[src/rtl/fifo_symbol_scheduler_pkg.sv]
`default_nettype none
//==============================================================================
// Module  : fifo_symbol_scheduler_pkg
// Brief   : Modulation codes, scheduler state type and bits-per-symbol decode.
// Rev     : 1.0  initial release
//==============================================================================
package fifo_symbol_scheduler_pkg;

    localparam logic [1:0] MOD_BPSK  = 2'd0;
    localparam logic [1:0] MOD_QPSK  = 2'd1;
    localparam logic [1:0] MOD_16QAM = 2'd2;

    typedef enum logic [1:0] {
        IDLE  = 2'd0,
        FETCH = 2'd1,
        READY = 2'd2
    } state_t;

    // The reserved code 3 falls back to BPSK.
    function automatic logic [2:0] bps_decode(input logic [1:0] mod_sel);
        case (mod_sel)
            MOD_QPSK:  return 3'd2;
            MOD_16QAM: return 3'd4;
            default:   return 3'd1;
        endcase
    endfunction

endpackage
`default_nettype wire

[src/rtl/fifo_symbol_scheduler_if.sv]
`default_nettype none
//==============================================================================
// Module  : fifo_symbol_scheduler_if
// Brief   : Control, FIFO read port and symbol output bundle of the scheduler.
// Rev     : 1.0  initial release
//==============================================================================
interface fifo_symbol_scheduler_if #(
    parameter int MAX_BPS = 4
);
    logic               en;
    logic [1:0]         mod_sel;
    logic               fifo_bEmpty;
    logic               fifo_dOut;
    logic               fifo_rEN;
    logic [MAX_BPS-1:0] sym_out;
    logic               sym_valid;
    logic               underrun;
    logic               busy;

    modport master (
        output en, mod_sel, fifo_bEmpty, fifo_dOut,
        input  fifo_rEN, sym_out, sym_valid, underrun, busy
    );

    modport slave (
        input  en, mod_sel, fifo_bEmpty, fifo_dOut,
        output fifo_rEN, sym_out, sym_valid, underrun, busy
    );
endinterface
`default_nettype wire

[src/rtl/fifo_symbol_scheduler_sym_tick_gen.sv]
`default_nettype none
//==============================================================================
// Module  : sym_tick_gen
// Brief   : Symbol-slot counter; ticks on the last clock of every slot.
// Rev     : 1.0  initial release
//==============================================================================
module sym_tick_gen #(
    parameter int SYM_PERIOD = 8
) (
    input  wire logic CLK,
    input  wire logic RST,
    input  wire logic i_clr,
    input  wire logic i_run,
    output logic      o_tick
);
    localparam int             C_W    = $clog2(SYM_PERIOD);
    localparam logic [C_W-1:0] C_LAST = C_W'(SYM_PERIOD - 1);

    logic [C_W-1:0] r_count;

    always_ff @(posedge CLK or negedge RST) begin
        if (!RST) begin
            r_count <= '0;
        end else if (i_clr) begin
            r_count <= '0;
        end else if (i_run) begin
            r_count <= (r_count == C_LAST) ? '0 : r_count + C_W'(1);
        end
    end

    assign o_tick = i_run && (r_count == C_LAST);

endmodule
`default_nettype wire

[src/rtl/fifo_symbol_scheduler.sv]
`default_nettype none
//==============================================================================
// Module  : fifo_symbol_scheduler
// Brief   : Drains a 1-bit FIFO into 1/2/4-bit symbols released once per slot.
// Rev     : 1.0  initial release
//==============================================================================
module fifo_symbol_scheduler
    import fifo_symbol_scheduler_pkg::*;
#(
    parameter int SYM_PERIOD = 8,
    parameter int MAX_BPS    = 4
) (
    input  wire logic                  CLK,
    input  wire logic                  RST,
    fifo_symbol_scheduler_if.slave     bus
);
    localparam int C_CNT_W = $clog2(MAX_BPS + 1);

    state_t               r_state;
    state_t               w_state_next;
    logic [C_CNT_W-1:0]   r_bps;
    logic [C_CNT_W-1:0]   r_issued;
    logic [C_CNT_W-1:0]   r_got;
    logic [C_CNT_W-1:0]   w_got_next;
    logic [MAX_BPS-1:0]   r_shreg;
    logic [MAX_BPS-1:0]   r_sym_out;
    logic                 r_rd_pend;
    logic                 r_sym_valid;
    logic                 r_underrun;
    logic                 w_tick;
    logic                 w_start;
    logic                 w_release;
    logic                 w_underrun;
    logic                 w_rd_en;

    sym_tick_gen #(
        .SYM_PERIOD (SYM_PERIOD)
    ) u_tick (
        .CLK    (CLK),
        .RST    (RST),
        .i_clr  (w_start),
        .i_run  (r_state != IDLE),
        .o_tick (w_tick)
    );

    always_ff @(posedge CLK or negedge RST) begin
        if (!RST) r_state <= IDLE;
        else      r_state <= w_state_next;
    end

    // Completion is judged on the bit count including this cycle's capture,
    // so a tick coinciding with the last bit does not raise underrun.
    always_comb begin
        w_state_next = r_state;
        w_start      = 1'b0;
        w_release    = 1'b0;
        w_underrun   = 1'b0;
        w_rd_en      = 1'b0;
        w_got_next   = r_got + C_CNT_W'(r_rd_pend);
        case (r_state)
            IDLE: begin
                if (bus.en) begin
                    w_state_next = FETCH;
                    w_start      = 1'b1;
                end
            end
            FETCH: begin
                if (!bus.en) begin
                    w_state_next = IDLE;
                end else begin
                    w_rd_en = !bus.fifo_bEmpty && (r_issued < r_bps);
                    if (w_got_next == r_bps) w_state_next = READY;
                    else if (w_tick)         w_underrun   = 1'b1;
                end
            end
            READY: begin
                if (!bus.en) begin
                    w_state_next = IDLE;
                end else if (w_tick) begin
                    w_state_next = FETCH;
                    w_release    = 1'b1;
                end
            end
            default: w_state_next = IDLE;
        endcase
    end

    // The shift register is cleared at every symbol start, so bits above
    // the active symbol width are already zero when it is released.
    always_ff @(posedge CLK or negedge RST) begin
        if (!RST) begin
            r_bps       <= '0;
            r_issued    <= '0;
            r_got       <= '0;
            r_shreg     <= '0;
            r_sym_out   <= '0;
            r_rd_pend   <= 1'b0;
            r_sym_valid <= 1'b0;
            r_underrun  <= 1'b0;
        end else begin
            r_sym_valid <= w_release;
            r_underrun  <= w_underrun;
            r_rd_pend   <= w_rd_en;
            if (w_start) r_bps <= C_CNT_W'(bps_decode(bus.mod_sel));
            if (w_release) r_sym_out <= r_shreg;
            if (w_start || w_release) begin
                r_issued <= '0;
                r_got    <= '0;
                r_shreg  <= '0;
            end else begin
                if (w_rd_en) r_issued <= r_issued + C_CNT_W'(1);
                if (r_rd_pend) begin
                    r_shreg <= {r_shreg[MAX_BPS-2:0], bus.fifo_dOut};
                    r_got   <= w_got_next;
                end
            end
        end
    end

    assign bus.fifo_rEN  = w_rd_en;
    assign bus.sym_out   = r_sym_out;
    assign bus.sym_valid = r_sym_valid;
    assign bus.underrun  = r_underrun;
    assign bus.busy      = (r_state != IDLE);

endmodule
`default_nettype wire

[src/flat_wrapper.sv]
// flat-port wrapper written by rule: the top's interface ports become plain ports
module fifo_symbol_scheduler_flat import fifo_symbol_scheduler_pkg::*;
#(
    parameter int SYM_PERIOD = 8,
    parameter int MAX_BPS    = 4
)
  (CLK, RST, bus_en, bus_mod_sel, bus_fifo_bEmpty, bus_fifo_dOut, bus_fifo_rEN, bus_sym_out, bus_sym_valid, bus_underrun, bus_busy);
  fifo_symbol_scheduler_if #(.MAX_BPS(MAX_BPS)) bus_i ();
  input  wire logic CLK;
  input  wire logic RST;
  input wire logic [$bits(bus_i.en)-1:0] bus_en;
  input wire logic [$bits(bus_i.mod_sel)-1:0] bus_mod_sel;
  input wire logic [$bits(bus_i.fifo_bEmpty)-1:0] bus_fifo_bEmpty;
  input wire logic [$bits(bus_i.fifo_dOut)-1:0] bus_fifo_dOut;
  output wire logic [$bits(bus_i.fifo_rEN)-1:0] bus_fifo_rEN;
  output wire logic [$bits(bus_i.sym_out)-1:0] bus_sym_out;
  output wire logic [$bits(bus_i.sym_valid)-1:0] bus_sym_valid;
  output wire logic [$bits(bus_i.underrun)-1:0] bus_underrun;
  output wire logic [$bits(bus_i.busy)-1:0] bus_busy;
  assign bus_i.en = bus_en;
  assign bus_i.mod_sel = bus_mod_sel;
  assign bus_i.fifo_bEmpty = bus_fifo_bEmpty;
  assign bus_i.fifo_dOut = bus_fifo_dOut;
  assign bus_fifo_rEN = bus_i.fifo_rEN;
  assign bus_sym_out = bus_i.sym_out;
  assign bus_sym_valid = bus_i.sym_valid;
  assign bus_underrun = bus_i.underrun;
  assign bus_busy = bus_i.busy;
  fifo_symbol_scheduler #(.SYM_PERIOD(SYM_PERIOD), .MAX_BPS(MAX_BPS)) u_core (.CLK(CLK), .RST(RST), .bus(bus_i));
endmodule
[config.mk]
export PLATFORM = sky130hd
export DESIGN_NAME = fifo_symbol_scheduler_flat
export DESIGN_NICKNAME = d
export VERILOG_FILES = /design/src/rtl/fifo_symbol_scheduler_pkg.sv /design/src/rtl/fifo_symbol_scheduler_if.sv /design/src/rtl/fifo_symbol_scheduler_sym_tick_gen.sv /design/src/rtl/fifo_symbol_scheduler.sv /design/src/flat_wrapper.sv
export SDC_FILE = /design/constraint.sdc
export NUM_CORES = 1
export LEC_CHECK = 0
export BUFFER_PORTS_ARGS = -buffer_cell sky130_fd_sc_hd__buf_2
export CORE_MARGIN = 3
export CORE_UTILIZATION = 47
export CTS_CLUSTER_SIZE = 25
export DETAILED_ROUTE_END_ITERATION = 6
export PLACE_DENSITY_LB_ADDON = 0.08
export REMOVE_ABC_BUFFERS = 1
export SETUP_SLACK_MARGIN = 0.2
export SYNTH_ARGS = -nofsm -noshare
export SYNTH_HDL_FRONTEND = slang
export SYNTH_SLANG_ARGS = --single-unit
[constraint.sdc]
create_clock -name CLK -period 1.8 [get_ports CLK]
set_input_delay 0.18 -clock CLK [delete_from_list [all_inputs] [get_ports CLK]]
set_output_delay 0.18 -clock CLK [all_outputs]
set_load 0.01 [all_outputs]
==> run summary, run 1 <==
CP Max Fanout: 2
Pwr dens: 1110 mW/mm²
Total die area: 0.00327 mm²
Router iterations before antenna repair: 4
GRT Total Usage: 14.8%
Fin Setup TNS: 0 ps
Worst r2r path cells: 8
First-pass GRT wire length: 3790 µm
Critical path arrival: 1490 ps
Clk sink count: 25
Inserted Clock Buffers: 3
Cell family with most CP delay: flip-flops
Final Cycle Share: 92.5%
Fin util: 62.6%
Total Wirelength: 2270 µm
Initial cell density of the core: 52.6%
Die Y: 57.2 µm
Vias: 856
Flop2flop setup slack: 190 ps
VDD IR-drop max: 672 µV
CP max-delay cell: dfrtp_1
Post-DP HPWL: 1580 µm
Vias in the first global route: 839
Unrepaired setup endpoints after global routing: yes
# DRC: 0
Setup ws final: 134 ps
Post-synthesis sequential area ratio: 50.8%
Final hold vios: 0
Layout cells sized above 1: 29.0%
Reg-to-Reg End: u_core.r_issued[2]$_DFFE_PN0P_
Worst-margin pin slew: 557 ps
Outcome: finished clean
Max-slew headroom: 62.9%
IO Pins: 15
Synth area leaders: dfrtp_1 (51%), ha_1 (9.1%), nand2_1 (5.8%), mux2i_1 (4.9%), inv_1 (3.0%)
Placed cell area: 0.00133 mm²
Worst path cell trace: inv_1 > ha_1 > o21ai_2 > o211ai_4 > inv_2 > buf_6
Initial drt markers: 16
Worst Hold Class: in -> reg
Worst Hold Launch: bus_fifo_dOut
Critical Path RT: 1620 ps
Area of the mapped netlist: 0.00123 mm²
Reg clk slew, reported paths: 140 ps
Vias per cell: 5.16
Critical path capture point type: output port
Async SR Flop Fraction: 100%
Synthesized area per cell: 10.9 µm²
# setup viols final: 0
Hold path endpoint: u_core.r_shreg[0]$_DFFE_PN0P_
Fmax: 600 MHz
RR Startpoint: u_core.r_bps[1]$_DFFE_PN0P_
ANT nets after route: 0
Gr ovfl total: 0
Crit path launch: u_core.r_bps[1]$_DFFE_PN0P_
Post-synth EDFFs: 0
Area grow syn2layout: 19.0%
WHS Path Cells: 3
DR WL/cell: 13.7 µm
Number of port buffers: 14
Area share of the largest cell type after synthesis: 50.8%
Max clock buf depth: 2
Max-cap violations: 0
N_diodes: 0
Initial antenna violation count: 0
Worst Path Class, Setup: reg -> out
Mapped Cells: 113
CP Launch Type: flip-flop
Chip width: 57.2 µm
Number of fillers in the final layout: 201
Leading area contributor after synthesis: dfrtp_1
CTS tree: done
Cell row count: 17
Place WS: 222 ps
Worst-Skew Late Latency: 310 ps
Largest net degree at the start of global routing: 26
Max-slew violation count: 0
H-tree lvl count: 1
Leakage Power: 0.770 nW
Crit-path max cell delay: 390 ps
Core area: 0.00234 mm²
GP Congestion: 0.711
Period minus WS final: 1670 ps
Clock skew: 5.31 ps
Final nets: 155
Yosys warns: 0
Root buf cell: clkbuf_4
Final instance area: 0.00147 mm²
Post-synthesis sequential element count: 25
Post-synthesis cell type count: 30
Crit path buf inv count: 3
Synth top cells by count: dfrtp_1 (25), nand2_1 (19), inv_1 (10), ha_1 (9), nor2_1 (9)
Main synth FF type: dfrtp_1
Top-count cell post-synth: dfrtp_1
[layout by cell type (no fill, tap or decap), types with 2 or more instances in the layout]
cell type  netlist  layout
inv_1           10       9
nand3_1          2       2
mux2i_1          6       6
clkbuf_4         0       3
o21ai_1          2       2
o31ai_1          2       2
nand3b_1         4       4
ha_1             9       7
buf_6            0       2
nand2_1         19      19
nor2_1           9       9
buf_2            1      13
buf_4            0       8
mux2_2           3       3
dfrtp_1         25      25
[worst max path at each step]
stage | to | slack [ps] | depth (start not counted)
CTS | bus_fifo_rEN | 120 | 5
detailed placement | u_core.r_state[0]$_DFFE_PN0P_ | 220 | 5
global placement | u_core.r_state[0]$_DFFE_PN0P_ | 190 | 5
global route | bus_fifo_rEN | 50 | 6
floorplan | u_core.r_state[0]$_DFFE_PN0P_ | 190 | 5
finish | bus_fifo_rEN | 130 | 6
[tightest hold or removal path, delay by kind of cell]
kind / cells / cell delay, ps
and+or+nand+nor: 1 / 80
buffers and inverters: 1 / 70
muxes: 1 / 60
[sequential cells by signal, indices dropped and copies added (netlist names)]
| register | flops |
|---|---|
| u_core.bus.sym_out | 4 |
| u_core.bus.sym_valid | 1 |
| u_core.bus.underrun | 1 |
| u_core.r_bps | 3 |
| u_core.r_got | 3 |
| u_core.r_issued | 3 |
| u_core.r_rd_pend | 1 |
| u_core.r_shreg | 4 |
| u_core.r_state | 2 |
| u_core.u_tick.r_count | 3 |
[cell type report]
| type | count | area, µm² | area share, % |
|---|---|---|---|
| sequential | 25 | 626 | 42.7 |
| multi-input combinational | 75 | 582 | 39.7 |
| timing repair buffer | 24 | 158 | 10.8 |
| inverter | 10 | 37.5 | 2.56 |
| tap | 28 | 35.0 | 2.39 |
| clock buffer | 3 | 22.5 | 1.54 |
| clock inverter | 1 | 5.00 | 0.342 |
[routing by layer]
| metal | wire length (µm) | track usage (%) |
|---|---|---|
| met1 | 1090 | 19.4 |
| met4 | 16 | 5.96 |
| met3 | 75 | 2.94 |
| met5 | 0 | 0 |
| met2 | 1090 | 24.1 |
[power by group]
| part | leakage, nW | total [mW] | internal, mW | switching, mW |
|---|---|---|---|---|
| sequential | 0.338 | 0.769 | 0.666 | 0.103 |
| clock | 0.0177 | 0.254 | 0.0831 | 0.171 |
| combinational | 0.414 | 0.598 | 0.312 | 0.287 |
| total | 0.770 | 1.62 | 1.06 | 0.561 |
[stage by stage]
step	cells	hold slack [ps]	power (mW)
final	166	114	1.62
after global placement	153	198	1.24
after global routing	166	116	1.75
after detailed placement	153	198	1.26
after CTS	163	106	1.57
after floorplan	110	-116	1.12
[what timing repair did]
item	CTS	global route
buffers inserted	5	3
endpoints found under the setup margin	1	14
gates resized for setup	2	7
pin swaps	2	5
hold endpoints to repair	25	0
hold buffers	1	0
[kinds of logic (layout without fill, tap and decap cells)]
group,Yosys count,in the layout,synth area share [%]
and+or+nand+nor,43,43,17.6
DFF,25,25,50.8
buffers and inverters,13,38,4.17
AOI/OAI and AO/OA,10,10,6.71
adders and majority gates,9,9,9.15
muxes,9,9,7.62
xor gates and xnor gates,4,4,3.96
No activity file was read; power rests on OpenSTA's default activity.
==> inputs of run 2 (changes only) <==
--- a/config.mk
+++ b/config.mk
@@ -7,7 +7,7 @@
 export LEC_CHECK = 0
 export BUFFER_PORTS_ARGS = -buffer_cell sky130_fd_sc_hd__buf_2
 export CORE_MARGIN = 3
-export CORE_UTILIZATION = 47
+export CORE_UTILIZATION = 56
 export CTS_CLUSTER_SIZE = 25
 export DETAILED_ROUTE_END_ITERATION = 6
 export PLACE_DENSITY_LB_ADDON = 0.08
==> run summary, run 2 (same netlist as run 1, synthesis figures left out) <==
ANT nets after route: 0 (unchanged)
Unrepaired setup endpoints after global routing: yes
Final instance area: 0.00149 mm² (+1.7%)
Post-DP HPWL: 1530 µm (-3.1%)
Reg clk slew, reported paths: 130 ps (about the same)
Flop2flop setup slack: 260 ps (+70 ps)
GRT Total Usage: 18.2% (+3.4 points)
H-tree lvl count: 1 (unchanged)
Most common cell after layout, fill and taps aside: dfrtp_1
IO Pins: 15 (unchanged)
CP Max Fanout: 2 (unchanged)
CP max-delay cell: dfrtp_1
Hold path endpoint: u_core.r_shreg[0]$_DFFE_PN0P_
Critical path arrival: 1460 ps (-30 ps)
Crit path buf inv count: 2 (-1)
CTS tree: done
Pwr dens: 1140 mW/mm² (+3.0%)
Core area: 0.00202 mm² (-14%)
CP Launch Type: flip-flop
Vias per cell: 5.31 (+3.0%)
Initial antenna violation count: 0 (unchanged)
Router iterations before antenna repair: 4 (unchanged)
Gr ovfl total: 0 (unchanged)
Max clock buf depth: 2 (unchanged)
Number of port buffers: 14 (unchanged)
Clk sink count: 25 (unchanged)
Crit-path max cell delay: 450 ps (+60 ps)
Worst-margin pin slew: 551 ps (-5.97 ps)
Most frequent cells in the layout: dfrtp_1 (25), nand2_1 (19), buf_2 (13)
Critical Path RT: 1620 ps (about the same)
Max-cap violations: 0 (unchanged)
First-pass GRT wire length: 3750 µm (-1.1%)
Layout cells sized above 1: 29.9% (+0.94 points)
Fin Setup TNS: 0 ps (unchanged)
Worst r2r path cells: 6 (-2)
Area grow syn2layout: 21.0%
# setup viols final: 0 (unchanged)
Outcome: finished clean
VDD IR-drop max: 844 µV (+26%)
Placed cell area: 0.00133 mm² (about the same)
Vias: 871 (+1.8%)
WHS Path Cells: 3 (unchanged)
Max-slew violation count: 0 (unchanged)
Largest net degree at the start of global routing: 26 (unchanged)
Die Y: 52.9 µm (-7.5%)
Reg-to-Reg End: u_core.r_state[1]$_DFFE_PN0P_
N_diodes: 0 (unchanged)
Final Cycle Share: 90.9% (-1.6 points)
Final hold vios: 0 (unchanged)
Total die area: 0.00280 mm² (-14%)
Chip width: 52.9 µm (-7.5%)
Fmax: 611 MHz (+1.8%)
Clock skew: 5.01 ps (-0.299 ps)
Max-slew headroom: 63.3% (+0.40 points)
Period minus WS final: 1640 ps (-29.2 ps)
RR Startpoint: u_core.r_bps[2]$_DFFE_PN0P_
Total Wirelength: 2280 µm (about the same)
Initial drt markers: 6 (-10)
Cell row count: 16 (-1)
Critical path capture point type: output port
Worst path cell trace: ha_4 > o21ai_4 > o211ai_4 > inv_2 > buf_6
Worst Hold Launch: bus_fifo_dOut
# DRC: 0 (unchanged)
Leakage Power: 0.762 nW (-1.0%)
Worst Path Class, Setup: reg -> out
Vias in the first global route: 862 (+2.7%)
DR WL/cell: 13.9 µm (+1.3%)
Cell family with most CP delay: flip-flops
Final nets: 154 (-0.65%)
GP Congestion: 0.676 (-4.9%)
Worst-Skew Late Latency: 310 ps (about the same)
Initial cell density of the core: 60.9% (+8.3 points)
Inserted Clock Buffers: 3 (unchanged)
Worst Hold Class: in -> reg
Root buf cell: clkbuf_4
run 2: worst max-delay path by stage:
| stage | from | to | slack, ps | cells after the start |
|---|---|---|---|---|
| global placement | u_core.r_rd_pend$_DFF_PN0_ | u_core.r_state[0]$_DFFE_PN0P_ | 260 | 5 |
| global route | u_core.r_issued[1]$_DFFE_PN0P_ | bus_fifo_rEN | 100 | 5 |
| floorplan | u_core.r_rd_pend$_DFF_PN0_ | u_core.r_state[0]$_DFFE_PN0P_ | 190 | 5 |
| CTS | u_core.r_issued[1]$_DFFE_PN0P_ | bus_fifo_rEN | 110 | 5 |
| detailed placement | u_core.r_rd_pend$_DFF_PN0_ | u_core.r_state[0]$_DFFE_PN0P_ | 250 | 5 |
| finish | u_core.r_issued[2]$_DFFE_PN0P_ | bus_fifo_rEN | 160 | 5 |
run 2: power by group:
group	switching, mW	internal, mW
logic	0.328	0.355
registers	0.103	0.666
clock network	0.159	0.0864
total	0.590	1.11
run 2: tightest hold or removal path, cell delays in order:
cell,delay (ps)
buf_2,70
mux2i_1,50
nor2_1,80
run 2: per-stage QoR:
stage | hold slack (ps) | util, % | power, mW | setup WS, ps | instances
after CTS | 88.5 | 69.6 | 1.57 | 110 | 162
final | 114 | 73.7 | 1.70 | 164 | 164
after detailed placement | 201 | 65.7 | 1.25 | 254 | 152
after global placement | 197 | 65.7 | 1.23 | 255 | 152
after global routing | 140 | 73.7 | 1.81 | 104 | 164
after floorplan | -116 | - | 1.12 | 190 | 110
run 2: repair_timing:
action                                  4_1_cts  5_1_grt
pin swaps                                     2        5
setup buffers                                 5        2
endpoints found under the setup margin        1       10
gates resized for setup                       2       12
endpoints found under the hold margin        25        0
hold buffers                                  1        0
run 2: area by class of cell:
type / instances / area, µm²
Sequential cell: 25 / 626
Multi-Input combinational cell: 75 / 621
Fill cell: 146 / 532
Timing Repair Buffer: 23 / 146
Inverter: 10 / 37.5
Tap cell: 27 / 33.8
Clock buffer: 4 / 26.3
run 2: routing by layer:
layer	global-route usage (%)	share of wire, %	up-vias
met4	5.11	0.44	0
met2	31.6	49	14
met5	0	0	-
li1	-	-	422
met3	2.54	2.9	2
met1	23.6	47	433
